$ cat src/rtl/serializer.sv
`default_nettype none
// ============================================================================
//  Module   : serializer
//  Purpose  : Transmit end of the 2-phase serial link. Captures packets over a
//             toggle req/ack handshake and shifts them out LSB first in
//             free-running FRAME_BITS-cycle slots, filling empty slots with
//             IDLE_WORD.
//  Revision : 1.0  initial release
// ============================================================================
module serializer #(
    parameter int                    FRAME_BITS = 32,
    parameter logic [FRAME_BITS-1:0] IDLE_WORD  = 32'h0000_0000
) (
    input  logic                  clk,
    input  logic                  rst,
    input  logic                  req,
    input  logic [FRAME_BITS-1:0] data_in,
    output logic                  ack,
    output logic                  dout,
    output logic                  frame_start,
    output logic                  underrun
);

    typedef struct packed {
        logic [7:0] head;
        logic [7:0] dst;
        logic [7:0] pay;
        logic [7:0] crc;
    } packet_in_t;

    localparam int                c_CNT_W = $clog2(FRAME_BITS);
    localparam logic [c_CNT_W-1:0] c_LAST = c_CNT_W'(FRAME_BITS - 1);

    logic [FRAME_BITS-1:0] r_shreg;
    logic [c_CNT_W-1:0]    r_bit_cnt;
    packet_in_t            r_hold;
    logic                  r_hold_vld;
    logic                  r_ack;
    logic                  r_idle_slot;

    logic w_load_now;
    logic w_pending;
    logic w_capture;

    assign w_load_now = (r_bit_cnt == c_LAST);
    assign w_pending  = req ^ r_ack;
    // A full hold register frees up exactly at the slot boundary, so a
    // waiting packet may be taken on that same edge.
    assign w_capture  = w_pending && (!r_hold_vld || w_load_now);

    always_ff @(posedge clk) begin
        if (rst) begin
            r_shreg     <= IDLE_WORD;
            r_bit_cnt   <= '0;
            r_hold      <= '0;
            r_hold_vld  <= 1'b0;
            r_ack       <= 1'b0;
            r_idle_slot <= 1'b1;
        end else begin
            // Slot loads only from hold as it stood before this edge: a packet
            // captured on the boundary waits for the next slot.
            if (w_load_now) begin
                r_shreg     <= r_hold_vld ? FRAME_BITS'(r_hold) : IDLE_WORD;
                r_bit_cnt   <= '0;
                r_idle_slot <= !r_hold_vld;
            end else begin
                r_shreg     <= {1'b0, r_shreg[FRAME_BITS-1:1]};
                r_bit_cnt   <= r_bit_cnt + c_CNT_W'(1);
            end

            if (w_capture) begin
                r_hold     <= packet_in_t'(data_in);
                r_hold_vld <= 1'b1;
                r_ack      <= ~r_ack;
            end else if (w_load_now) begin
                r_hold_vld <= 1'b0;
            end
        end
    end

    assign ack         = r_ack;
    assign dout        = r_shreg[0];
    assign frame_start = (r_bit_cnt == '0);
    assign underrun    = r_idle_slot && (r_bit_cnt == '0);

endmodule
`default_nettype wire

$ cat config.mk
export PLATFORM = sky130hd
export DESIGN_NAME = serializer
export DESIGN_NICKNAME = d
export VERILOG_FILES = /design/src/rtl/serializer.sv
export SDC_FILE = /design/constraint.sdc
export NUM_CORES = 1
export LEC_CHECK = 0
export BUFFER_PORTS_ARGS = -buffer_cell sky130_fd_sc_hd__buf_2
export CAP_MARGIN = 20
export CELL_PAD_IN_SITES_DETAIL_PLACEMENT = 0
export CELL_PAD_IN_SITES_GLOBAL_PLACEMENT = 1
export CORE_MARGIN = 4
export CORE_UTILIZATION = 45
export CTS_CLUSTER_DIAMETER = 120
export DETAILED_ROUTE_END_ITERATION = 10
export GPL_ROUTABILITY_DRIVEN = 0
export MAX_ROUTING_LAYER = met4
export PLACE_DENSITY = 0.78
export RECOVER_POWER = 50
export REMOVE_ABC_BUFFERS = 1
export SYNTH_ARGS = -nofsm -noshare
export SYNTH_HDL_FRONTEND = slang
export SYNTH_SLANG_ARGS = --single-unit
$ cat constraint.sdc
create_clock -name clk -period 4.1 [get_ports clk]
set_clock_uncertainty 0.2 [all_clocks]
set_input_delay 0.41 -clock clk [delete_from_list [all_inputs] [get_ports clk]]
set_output_delay 0.41 -clock clk [all_outputs]
set_load 0.05 [all_outputs]
==> metrics.csv <==
stage;metric;value;unit
clock_network;hold buffer count at cts;0;
synth;Cell variety after synth;30;
critical_path;reg2reg end;r_shreg[15];
clock_network;TritonCTS buffer count;9;
synth;Post-Synth Simple-Gate Area;30.2;%
synth;XOR/XNOR Fraction of Synth Area;0.835;%
grt;global route total overflow;0;
synth;Syn Inst Count;313;
clock_network;Worst-Skew Late Latency;0.33;ns
synth;Compound-Gate Fraction of Synth Area;5.33;%
grt;vias in the first global route;2025;
critical_path;FF-to-FF Start;r_bit_cnt[0];
placement;DP HPWL;2.85;mm
synth;mapped cell area;3150;µm²
timing;final worst slack;1.35;ns
timing;Final Setup Violations;0;
critical_path;critical-path cell list;ha_1 -> and3_1 -> ha_1 -> clkbuf_1 -> and2b_1 -> a21oi_1 -> nor2_1;
synth;share of Yosys cell area claimed by the top area cell type;45.8;%
critical_path;CP max-delay cell;clkbuf_1;
synth;adder-cell share of the synthesized area;1.59;%
timing;crit path time final;2.75;ns
clock_network;Post-CTS Resized;0;
critical_path;crit-path most repeated cell;ha_1;
power;PwrDens;407;nW/µm²
routing;post-route ant nets;0;
critical_path;Crit path required time;4.11;ns
routing;First-pass DRT Iterations;4;
routing;WL/cell;11.2;µm
routing;# DRC;0;
placement;pre-CTS setup slack;1.82;ns
finish;# diodes;0;
critical_path;critical path type;register to register;
power;Clock power frac;35.2;%
critical_path;Startpoint Class;register;
critical_path;WP buf/inv;1;
critical_path;WP depth;7;
routing;final WL;4.95;mm
placement;DP Area;3310;µm²
floorplan;Ports;39;
timing;final hold vios;0;
synth;Async S/R FF share, synth;0;%
clock_network;clock-pin slew on the worst setup and hold paths;0.07;ns
routing;routed vias/inst;4.55;
synth;post-synthesis sequential area ratio;45.8;%
floorplan;Die Ht;91.6;µm
synth;FF+latch count, synth;72;
run;number of max-cap violations;0;
finish;Area Growth Syn to Fin;10.1;%
placement;Port Buf Inserts;38;
power;Power Total;1410;µW
power;part of the power in registers;53.6;%
synth;mux cell area share after synthesis;10.5;%
critical_path;Worst Reg-to-Reg Cells;7;
power;switching fraction of total power;23.3;%
timing;worst slew pin tran;1.46;ns
synth;main flop type after synthesis;dfxtp_1;
critical_path;kind of cell adding the most delay to the critical path;buffers and inverters;
timing;unrepaired setup endpoints after global routing;false;
critical_path;R2R Setup Slk;1.35;ns
critical_path;critical-path maximum fanout;34;
floorplan;FP Rows;30;
clock_network;clock tree from TritonCTS;built;
synth;synth warn;0;
outcome;run status;complete, no violations;
floorplan;Initial Util;46.3;%
timing;slew margin rel.;2.57;%
routing;DR iter-0 viols;94;
critical_path;Setup crit end kind;register;
grt;global-route wire length before repair;8.92;mm
clock_network;setup bufs post-CTS;0;
grt;largest net degree at the start of global routing;67;
timing;crit share post-route;67.1;%
power;Worst VDD drop;0.000271;V
synth;mean post-synth cell area;10.1;µm²
power;Comb pwr share;11.2;%
synth;Synth area leader;dfxtp_1;
synth;most frequent cell after synthesis;dfxtp_1;
synth;Commonest cells post-synth;72 x dfxtp_1, 49 x or2b_2, 34 x nor2_1;
synth;largest family of logic cells by synthesized area;simple AND/OR/NAND/NOR gates;
critical_path;Setup crit end;r_shreg[15];
critical_path;Critical Path Max Stage Delay;1.06;ns
clock_network;clock tree buffer depth;2;
floorplan;die footprint;8400;µm²
power;switching power;329;µW
clock_network;Clock Sinks;72;
timing;final slew viol count;0;
routing;Via Count;2010;
hold_path;HP Class;input port to register;
critical_path;CP arrival;2.76;ns
critical_path;CP Launch Point;r_bit_cnt[0];
synth;Post-synth EDFFs;0;
timing;Setup TNS Final;0;ns
finish;final design area excluding fillers;3460;µm²
grt;antenna violations before repair;0;
power;leakage power;0.00149;µW
timing;Fmax achieved;364;MHz
finish;share of cells above drive strength 1;28.9;%
finish;post-layout net count;382;
grt;Tot GR Track Use;13.4;%
power;P_int;1080;µW
floorplan;Core Area;6790;µm²
clock_network;number of H-tree levels;3;
synth;top post-synthesis cells by area;dfxtp_1 46%, or2b_2 14%, mux2i_1 10%;
clock_network;Root Driver;clkbuf_8;
floorplan;chip width;91.6;µm
-- metrics by stage --
stage          utilization [%]  cells  hold slack (ns)
2_1_floorplan                -    291            0.246
3_3_place_gp              48.7    428            0.259
3_5_place_dp              48.7    428            0.267
4_1_cts                   51.2    442            0.116
5_1_grt                   51.0    442            0.131
6_report                  51.0    442            0.129
-- registers in the layout, summed over array words and instances (netlist names) --
name / count
r_hold: 32
r_shreg: 32
r_bit_cnt: 5
ack: 1
r_hold_vld: 1
r_idle_slot: 1
-- cells by family after synthesis --
kind of cell,after synthesis
adder cells (fa/ha/maj),4
XOR/XNOR,3
AND/OR/NAND/NOR,144
multiplexers,33
buffers and inverters,24
AO/OA/AOI/OAI,33
flip-flops,72
-- tightest hold or removal path: cells and delay by family --
kind | cells | cell delay [ns]
buffers and inverters | 1 | 0.09
and+or+nand+nor | 1 | 0.05
muxes | 1 | 0.06
-- layout make-up --
type,instances,area (µm²)
Tap cell,96,120
Timing Repair Buffer,41,206
Clock buffer,14,173
Inverter,2,7.51
Sequential cell,72,1440
Fill cell,671,3330
Multi-Input combinational cell,217,1520
-- cell usage in the layout (no fill, tap or decap), types with 3 or more instances in the layout --
cell type	Yosys	routed
or2b_2	49	49
clkbuf_8	2	12
mux2i_1	33	33
dfxtp_1	72	72
clkbuf_1	8	5
nor2b_1	30	30
ha_1	4	4
or2b_1	4	4
nor2_1	34	34
nand2b_1	12	13
a21oi_1	32	32
buf_2	4	36
nor3_1	3	3
-- how the worst min path moves through the flow --
stage,startpoint,end,slack (ns),depth (start not counted)
floorplan,r_hold[13],r_shreg[13],0.25,2
global placement,r_hold[15],r_hold[15],0.26,2
detailed placement,r_hold[7],r_hold[7],0.27,2
CTS,data_in[0],r_hold[0],0.12,3
global route,data_in[26],r_hold[26],0.13,3
finish,data_in[22],r_hold[22],0.13,3
-- power groups by stage --
stage	combinational [µW]	clock [µW]	sequential (µW)
floorplan	113	0	769
global placement	159	0	771
detailed placement	162	0	771
CTS	163	516	755
global route	175	539	759
finish	158	496	755
-- layer usage --
| metal | wire (µm) | GRT usage (%) | vias to the layer above |
|---|---|---|---|
| li1 | - | - | 1057 |
| met1 | 2460 | 16.6 | 908 |
| met2 | 2150 | 20.1 | 35 |
| met3 | 249 | 4.43 | 10 |
| met4 | 86 | 5.65 | 0 |
| met5 | 0 | - | - |
Note: power is estimated with default switching activity, not from simulation.
